[src/rtl/binary_to_bcd_param.sv]
// binary_to_bcd_param
//   Sequential binary-to-BCD converter using shift-and-add-3 (double dabble).
//   It retires one input bit per clock. A conversion takes BIN_W shift cycles
//   plus one publish cycle.
//   Results saturate to all nines when the value does not fit in DIGITS digits.
//   A leading-zero mask is produced for display blanking.
//
// Ports
//   clk        in   system clock, rising edge
//   rst        in   asynchronous reset, active-high
//   start      in   conversion request, accepted only while ready=1
//   binary_in  in   unsigned value, sampled when start is accepted
//   ready      out  idle, a start will be accepted
//   done       out  one-cycle pulse, results below are fresh
//   bcd_out    out  packed BCD, digit i at [4*i+3:4*i], digit 0 = units
//   overflow   out  last value exceeded 10^DIGITS-1
//   digit_nz   out  bit i set if digit i or any higher digit is nonzero, bit 0 forced
//
// State table
//   S_IDLE  | waiting for start, loads the shift registers on accept
//   S_SHIFT | one add-3 + shift per cycle, BIN_W cycles
//   S_DONE  | publish result (done pulses on the following edge)
module binary_to_bcd_param #(
    parameter int BIN_W  = 32,
    parameter int DIGITS = 10
) (
    input  logic                  clk,
    input  logic                  rst,
    input  logic                  start,
    input  logic [BIN_W-1:0]      binary_in,
    output logic                  ready,
    output logic                  done,
    output logic [4*DIGITS-1:0]   bcd_out,
    output logic                  overflow,
    output logic [DIGITS-1:0]     digit_nz
);

    localparam int BCD_W = 4 * DIGITS;
    localparam int CNT_W = $clog2(BIN_W + 1);

    localparam logic [1:0] S_IDLE  = 2'd0;
    localparam logic [1:0] S_SHIFT = 2'd1;
    localparam logic [1:0] S_DONE  = 2'd2;

    localparam logic [CNT_W-1:0] CNT_LOAD = CNT_W'(BIN_W);
    localparam logic [CNT_W-1:0] CNT_ONE  = CNT_W'(1);

    logic [1:0]        state;
    logic [BIN_W-1:0]  bin_sr;
    logic [BCD_W-1:0]  bcd_sr;
    logic              ovf_sr;
    logic [CNT_W-1:0]  cnt;

    logic [BCD_W-1:0]  bcd_adj;
    logic [BCD_W-1:0]  bcd_shift;
    logic [BIN_W-1:0]  bin_shift;
    logic [DIGITS-1:0] nz_next;
    logic              nz_acc;

    // Add-3 correction feeds the shift directly so both land in one register update.
    always_comb begin
        bcd_adj = bcd_sr;
        for (int d = 0; d < DIGITS; d++) begin
            if (bcd_sr[4*d +: 4] >= 4'd5)
                bcd_adj[4*d +: 4] = bcd_sr[4*d +: 4] + 4'd3;
        end
        {bcd_shift, bin_shift} = {bcd_adj, bin_sr} << 1;
    end

    // Sweep from the top digit down. Once a nonzero digit is seen, every lower digit is shown.
    always_comb begin
        nz_acc  = 1'b0;
        nz_next = '0;
        for (int d = DIGITS - 1; d >= 0; d--) begin
            nz_acc     = nz_acc | (|bcd_sr[4*d +: 4]);
            nz_next[d] = nz_acc;
        end
        nz_next[0] = 1'b1;
    end

    // done is registered and lands while the FSM is already back in IDLE.
    // Masking ready with done keeps the block busy through the pulse cycle.
    assign ready = (state == S_IDLE) && !done;

    always_ff @(posedge clk or posedge rst) begin
        if (rst) begin
            state    <= S_IDLE;
            bin_sr   <= '0;
            bcd_sr   <= '0;
            ovf_sr   <= 1'b0;
            cnt      <= '0;
            done     <= 1'b0;
            bcd_out  <= '0;
            overflow <= 1'b0;
            digit_nz <= {{(DIGITS-1){1'b0}}, 1'b1};
        end else begin
            done <= 1'b0;
            case (state)
                S_IDLE: begin
                    if (start && ready) begin
                        bin_sr <= binary_in;
                        bcd_sr <= '0;
                        ovf_sr <= 1'b0;
                        cnt    <= CNT_LOAD;
                        state  <= S_SHIFT;
                    end
                end
                S_SHIFT: begin
                    bcd_sr <= bcd_shift;
                    bin_sr <= bin_shift;
                    // A carry out of the top digit means the value needs more than DIGITS digits.
                    ovf_sr <= ovf_sr | bcd_adj[BCD_W-1];
                    cnt    <= cnt - CNT_ONE;
                    if (cnt == CNT_ONE)
                        state <= S_DONE;
                end
                S_DONE: begin
                    done     <= 1'b1;
                    overflow <= ovf_sr;
                    if (ovf_sr) begin
                        bcd_out  <= {DIGITS{4'h9}};
                        digit_nz <= '1;
                    end else begin
                        bcd_out  <= bcd_sr;
                        digit_nz <= nz_next;
                    end
                    state <= S_IDLE;
                end
                default: state <= S_IDLE;
            endcase
        end
    end

endmodule

[config.mk]
export PLATFORM = sky130hd
export DESIGN_NAME = binary_to_bcd_param
export DESIGN_NICKNAME = d
export VERILOG_FILES = /design/src/rtl/binary_to_bcd_param.sv
export SDC_FILE = /design/constraint.sdc
export NUM_CORES = 1
export LEC_CHECK = 0
export ABC_AREA = 1
export CAP_MARGIN = 20
export CELL_PAD_IN_SITES_DETAIL_PLACEMENT = 0
export CELL_PAD_IN_SITES_GLOBAL_PLACEMENT = 1
export CORE_AREA = 2 2 160 162
export DETAILED_ROUTE_END_ITERATION = 10
export DIE_AREA = 0 0 162 164
export PLACE_DENSITY = 0.6
export SYNTH_ARGS = -nofsm -noshare
export SYNTH_HDL_FRONTEND = slang
export SYNTH_SLANG_ARGS = --single-unit
[constraint.sdc]
create_clock -name clk -period 12.8 [get_ports clk]
set_input_delay 2.56 -clock clk [delete_from_list [all_inputs] [get_ports clk]]
set_output_delay 2.56 -clock clk [all_outputs]
set_load 0.005 [all_outputs]
# ---- Word level (Yosys, flattened, before mapping)
# Index checks and enable logic that the tools add are counted.
dict set report word_totals {
  out_inout_bits 53
  ff_bits 133
}
dict set report op_classes {
  n_addsub 11
  n_eq_ne 5
  n_mux 24
  n_reduce_logical 16
  magnitude_cmp 10
  bitwise_logic 9
}
# operator count
set op_table {}
lappend op_table {{40-bit 2-to-1 mux} 2}
lappend op_table {{40-bit case mux with 2 select lines} 1}
lappend op_table {{32-bit case mux with 2 select lines} 1}
lappend op_table {{4-bit by 2-bit adder with 4-bit output (second input constant)} 10}
lappend op_table {{4-bit by 3-bit greater-or-equal comparator with 1-bit output (second input constant)} 10}
lappend op_table {{4-bit 2-to-1 mux} 10}
lappend op_table {{4-bit OR reduction} 9}
lappend op_table {{32-bit 2-to-1 mux} 1}
lappend op_table {{6-bit case mux with 2 select lines} 1}
lappend op_table {{10-bit 2-to-1 mux} 1}
lappend op_table {{1-bit OR} 9}
lappend op_table {{6-bit by 1-bit equality test with 1-bit output (second input constant)} 1}
lappend op_table {{6-bit 2-to-1 mux} 1}
lappend op_table {{6-bit by 1-bit subtractor with 6-bit output (second input constant)} 1}
lappend op_table {{2-bit 2-to-1 mux} 2}
lappend op_table {{2-bit case mux with 2 select lines} 1}
lappend op_table {{2-bit AND reduction} 2}
lappend op_table {{2-bit by 1-bit equality test with 1-bit output (second input constant)} 1}
lappend op_table {{2-bit equality test (second input constant)} 1}
lappend op_table {{1-bit logical AND} 2}
lappend op_table {{2-bit logical NOT} 1}
lappend op_table {{1-bit 2-to-1 mux} 2}
lappend op_table {{2-bit by 1-bit inequality test with 1-bit output (second input constant)} 1}
lappend op_table {{2-bit inequality test (second input constant)} 1}
lappend op_table {{other kinds (3)} 3}

# ---- Depth between registers and ports, before layout
# Gate-level depths: netlist of the first run.
dict set report logic_depth {
  ltp_word 10
  depth_mapped 10
  ltp_nobuf 10
}

# ---- Least setup slack after synthesis of the first run
# OpenSTA, ideal clock, no wires.
dict set report synth_path {
  path_type {register to output}
  startpoint {register state[0]}
  endpoint {output port ready}
  setup_slack_ns 9.605
  stages_incl_launch_ff 2
  arrival_time_ns 0.635
  cell_sequence {dfrtp_1 -> nor3_2}
}
dict set report synth_via {
  elab_chain_len 2
}
# element line
set synth_rtl {}
lappend synth_rtl {{start: declaration} 48} ;# logic [1:0] state;
lappend synth_rtl {{start signal: assignment} 87} ;# state <= S_IDLE;
lappend synth_rtl {{start signal: assignment} 105} ;# state <= S_SHIFT;
lappend synth_rtl {{start signal: assignment} 115} ;# state <= S_DONE;
lappend synth_rtl {{2-bit logical NOT} 83} ;# assign ready = (state == S_IDLE) && !done;
lappend synth_rtl {{1-bit logical AND} 83}
lappend synth_rtl {{end: declaration} 31} ;# output logic ready,
# No other way between the ends.

# ---- Final worst setup path of the first run
# Same ends and word-level chain as after synthesis.

==> results of run 1 <==
-- power groups by stage --
stage | registers [mW] | logic [mW] | clock network, mW
finish | 0.417 | 0.0193 | 0.566
global route | 0.417 | 0.0218 | 0.601
CTS | 0.417 | 0.0204 | 0.581
detailed placement | 0.425 | 0.0204 | 0
global placement | 0.425 | 0.0205 | 0
floorplan | 0.425 | 0.00633 | 0
-- layout make-up --
cell class | instances | area [sq um] | share of cell area [%]
sequential | 132 | 3300 | 41.5
inverter | 69 | 264 | 3.31
multi-input combinational | 461 | 2400 | 30.2
clock buffer | 20 | 467 | 5.86
tap | 330 | 413 | 5.18
clock inverter | 12 | 225 | 2.83
timing repair buffer | 90 | 891 | 11.2
-- worst max-delay path by stage --
stage / end / slack [ns] / cells after the start
final: ready / 8.62 / 2
after global routing: ready / 8.51 / 2
after CTS: ready / 8.58 / 2
after detailed placement: bin_sr[0] / 8.33 / 6
after global placement: bin_sr[0] / 8.35 / 6
after floorplan: bcd_out[0] / 6.71 / 1
-- sequential cells by signal, indices dropped and copies added, names as in the netlist --
| register | count |
|---|---|
| digit_nz | 9 |
| ovf_sr | 1 |
| bcd_sr | 40 |
| bin_sr | 32 |
| overflow | 1 |
| cnt | 6 |
| state | 2 |
| done | 1 |
| bcd_out | 40 |
-- per-layer routing --
metal  track usage, %  wire length, um  vias to the layer above  part of all wire (%)
li1                 -                -                     2439                     -
met1             15.8             7340                     2275                    49
met2             19.4             6970                       89                    46
met3             3.21              563                       14                   3.7
met4             3.74              195                        0                   1.3
met5                0                0                        -                     0
-- worst min-delay path: stages (launching register included) --
cell and delay (ns):
dfrtp_1 0.34, nand2_1 0.05, nand3_1 0.06
-- per-stage QoR --
stage | utilization [%] | hold WS (ns)
finish | 32.1 | 0.479
global route | 32.1 | 0.507
CTS | 32.1 | 0.484
detailed placement | 29.3 | 0.468
global placement | 29.3 | 0.466
floorplan | - | 0.452
-- cells in the final DEF, fill, tap and decap left out, types with 5 or more instances in the layout --
cell type,Yosys,final
a21oi_1,55,55
nor2_1,42,42
nand2_1,152,152
o21ai_0,79,79
o22ai_1,5,5
clkbuf_16,0,17
xor2_1,9,9
o211ai_1,7,7
ha_1,31,31
o21ai_1,20,20
clkdlybuf4s50_1,0,86
bufinv_16,0,6
inv_1,65,64
dfrtp_1,132,132
nand3_1,39,39
o32ai_1,7,7
-- cells by family after synthesis --
family / after synthesis / share of synthesized area (%)
adder cells (fa/ha/maj): 31 / 6.34
XOR/XNOR: 9 / 1.29
other: 1 / 0.0613
flip-flops: 132 / 54.0
buffers and inverters: 97 / 6.79
AO/OA/AOI/OAI: 175 / 15.2
AND/OR/NAND/NOR: 245 / 16.4
==> results.ini, run 1 <==
[run_status]
status=finished clean

[final_layout]
final_area_sq_um=7970
diodes=0
syn_to_final_growth_pct=30.1
stdcell_count=1114
fill_cells=2622
nets=837
drive_above_1_share_pct=5.87

[timing]
rsz0062_at_grt=false
fin_crit_sh_pct=32.7
fin_crit_ns=4.18
setup_ws_ns=8.62
skew_ns=0.00590
fin_setup_tns_ns=0
fmax_mhz=239
setup_viol=0
max_slew_margin_pct=41.6
worst_pin_slew_ns=0.874
hold_viol=0
slew_viol_final=0

[cts]
holdBufCountCts=0
tritoncts=done
clockRootBuffer=clkbuf_16
clk_latency_ns=0.42
cts-buffers-inserted=17
clk_path_buf_depth=2
path_clk_slew_ns=0.06
htreeDepth=4
cts_resized=0
post_cts_buffers=0
clkSinkCount=132

[setup_path]
worst_r2r_endpoint=cnt[4]
cp_num_buf_inv=1
rrSetupSlack_ns=10.31
reg2reg_from=state[1]
rr_worst_depth=7
cp_max_fo=3
cp-start-kind=flop
worst_setup_path_end_kind=output pin
cp_top_family=buffers and inverters
startpoint=state[0]
worstPathCellList=nor3_2, clkdlybuf4s50_1
path_class=flop to output pin
arrival_ns=1.62
slowest_stage=clkdlybuf4s50_1
cp_data_required_time_ns=10.24
max_stage_delay_ns=0.54

[routing]
routedWlPerCell_um=13.5
drc=0
dr.pass1.iters=4
drt_iter0_markers=208
avgViaCountPerCell=4.32
routed_wl_um=15100
ant_nets=0
num_vias=4817

[die]
chipHeight_um=164
rows=58
die_w_um=162
start_util_pct=24.7
ios=88
coreArea_sq_um=24800
die_area_sq_um=26600

[logic_synthesis]
syn_avg_cell_area_sq_um=8.87
yosys.area.top_type=dfrtp_1
netlist_top_cells_area=dfrtp_1 (54%), nand2_1 (9.3%), o21ai_0 (6.5%)
synth_cells=690
yosys_register_bits=132
synth_cell_types=28
synth_top_area_share_pct=54.0
synthTopCellsByCount=nand2_1 (152), dfrtp_1 (132), o21ai_0 (79)
synth_seq_area_share_pct=54.0
synth_edf_count=0
synthFlopType=dfrtp_1
synthesis.nets=756
ys_warn_count=0
syn_area_sq_um=6120
post-synth-top-count-cell=nand2_1
async_reset_ff_share_pct=100

[pwr]
p_clk_share_pct=56.4
peakVddDrop_uv=67.2
total_power_mw=1.00
comb_power_share_pct=1.9
cell_internal_pwr_mw=0.808
p_sw_mw=0.195
power.density_nw_per_um2=126
p_leak_nw=3.68
p_seq_share_pct=41.6
switching_share_pct=19.4

[worst_hold_path]
hold_path.class=flop to flop
hold_start=bin_sr[28]
hold_depth=2
holdPathEnd=bin_sr[28]

[placement]
io_buffers=86
place_ws_ns=8.33
place_inst=1082
dp_hpwl_um=9750
gp_congestion=0.763
placed_cell_area_sq_um=7270

[global_routing]
grt_pass1_vias=4817
grt_use_total_pct=12.0
grt_max_degree=83
grt_pass1_wl_um=25000
overflow=0
antenna_found_initial=0

[flow_run]
cap_viol_max_count=0

Note: power is estimated with default switching activity, not from simulation.
==> run 2, diff against run 1 <==
==> constraint.sdc (replaced) <==
create_clock -name clk -period 4 [get_ports clk]
set_input_delay 0.8 -clock clk [delete_from_list [all_inputs] [get_ports clk]]
set_output_delay 0.8 -clock clk [all_outputs]
set_load 0.005 [all_outputs]
==> run 2 against run 1 <==
Total power rose to 3.0 times the previous value. Worst setup slack got worse by 7.0 ns. Final area fell by 0.82%. Combinational power rose to 3.4 times the previous value. Critical endpoint unchanged. Largest cell class unchanged. Largest power group unchanged.
==> results.ini, run 2 (same netlist as run 1, synthesis figures left out) <==
[setup_path]
cp_data_required_time_ns=3.20
cp-start-kind=flop
cp_top_family=buffers and inverters
rrSetupSlack_ns=1.71
cp_num_buf_inv=1
cp_max_fo=3
slowest_stage=clkdlybuf4s50_1
worst_setup_path_end_kind=output pin
path_class=flop to output pin
max_stage_delay_ns=0.53
worstPathCellList=nor3_2, clkdlybuf4s50_1
arrival_ns=1.59

[pwr]
p_clk_share_pct=53.3
p_sw_mw=0.607
switching_share_pct=20.3
peakVddDrop_uv=211
comb_power_share_pct=2.2
cell_internal_pwr_mw=2.39
total_power_mw=3.00
p_leak_nw=3.66
p_seq_share_pct=44.5
power.density_nw_per_um2=380

[die]
ios=88
die_area_sq_um=26600
coreArea_sq_um=24800
start_util_pct=24.7
chipHeight_um=164
die_w_um=162
rows=58

[global_routing]
grt_max_degree=73
grt_pass1_vias=4838
use_met3_pct=2.95
grt_use_total_pct=12.3
overflow=0
grt_use_met2_pct=19.2
busiest_layer=met2
use_met1_pct=17.2
grt_pass1_wl_um=25900
antenna_found_initial=0

[placement]
io_buffers=86
place_ws_ns=1.55
dp_hpwl_um=10100
place_inst=1084
gp_congestion=0.747

[timing]
fin_crit_sh_pct=59.9
setup_viol=0
fmax_mhz=418
worst_pin_slew_ns=0.896
rsz0062_at_grt=false
fin_setup_tns_ns=0
hold_viol=0
setup_ws_ns=1.61
skew_ns=0.0212
slew_viol_final=0
fin_crit_ns=2.39
max_slew_margin_pct=40.2

[cts]
clockRootBuffer=clkbuf_16
clkSinkCount=132
holdBufCountCts=0
post_cts_buffers=0
clk_latency_ns=0.42
cts_resized=0
htreeDepth=4
cts-buffers-inserted=17
clk_path_buf_depth=2
path_clk_slew_ns=0.06
tritoncts=done

[routing]
avgViaCountPerCell=4.33
num_vias=4833
drt_iter0_markers=250
routed_wl_um=15400
ant_nets=0
drc=0
dr.pass1.iters=5
routedWlPerCell_um=13.8

[final_layout]
stdcell_count=1115
top_regs=bcd_out x40, bcd_sr x40, bin_sr x32
drive_above_1_share_pct=5.73
layout.cells.most_common_list=nand2_1 (152), dfrtp_1 (132), clkdlybuf4s50_1 (86)
diodes=0
mostFrequentLayoutCell=nand2_1
nets=839
syn_to_final_growth_pct=29.1

[worst_hold_path]
hold_path.class=flop to flop

[run_status]
status=finished clean

[flow_run]
cap_viol_max_count=0

run 2: through the flow:
stage                     utilization, %  area (sq um)  hold WS, ns
after floorplan                        -          6130        0.452
after global placement              29.4          7300        0.463
after detailed placement            29.4          7300        0.466
after CTS                           31.8          7900        0.482
after global routing                31.8          7900        0.498
final                               31.8          7900        0.480
run 2: worst min-delay path: stages (launching register included):
cell and delay [ns]:
dfrtp_1 0.34, nand2_1 0.06, nand2_1 0.05
run 2: worst paths after layout:
path	depth (start not counted)	endpoint	start
min reg2reg	2	digit_nz[4]	digit_nz[4]
max	2	ready	state[0]
max reg2reg	7	cnt[4]	state[1]
min in group asynchronous	2	bcd_sr[26]	rst
min	2	digit_nz[4]	digit_nz[4]
max in group asynchronous	3	digit_nz[9]	rst
run 2: power groups by stage:
stage / registers [mW] / logic, mW / clock network (mW)
after floorplan: 1.36 / 0.0205 / 0
after detailed placement: 1.36 / 0.0681 / 0
after global routing: 1.33 / 0.0731 / 1.70
after CTS: 1.34 / 0.0680 / 1.64
final: 1.34 / 0.0647 / 1.60
after global placement: 1.36 / 0.0687 / 0
run 2: metal layers:
layer / share of wire [%] / wire [um] / vias to the layer above
met5: 0 / 0 / -
met4: 0.31 / 48 / 0
met3: 3.9 / 602 / 2
met2: 45 / 6950 / 89
met1: 51 / 7780 / 2302
li1: - / - / 2440
run 2: layout make-up:
class                           count  area, sq um
Clock buffer                       22          474
Clock inverter                      9          126
Fill cell                        2660        16900
Inverter                           69          263
Multi-Input combinational cell    461         2400
Sequential cell                   132         3300
Tap cell                          330          413
Timing Repair Buffer               92          918
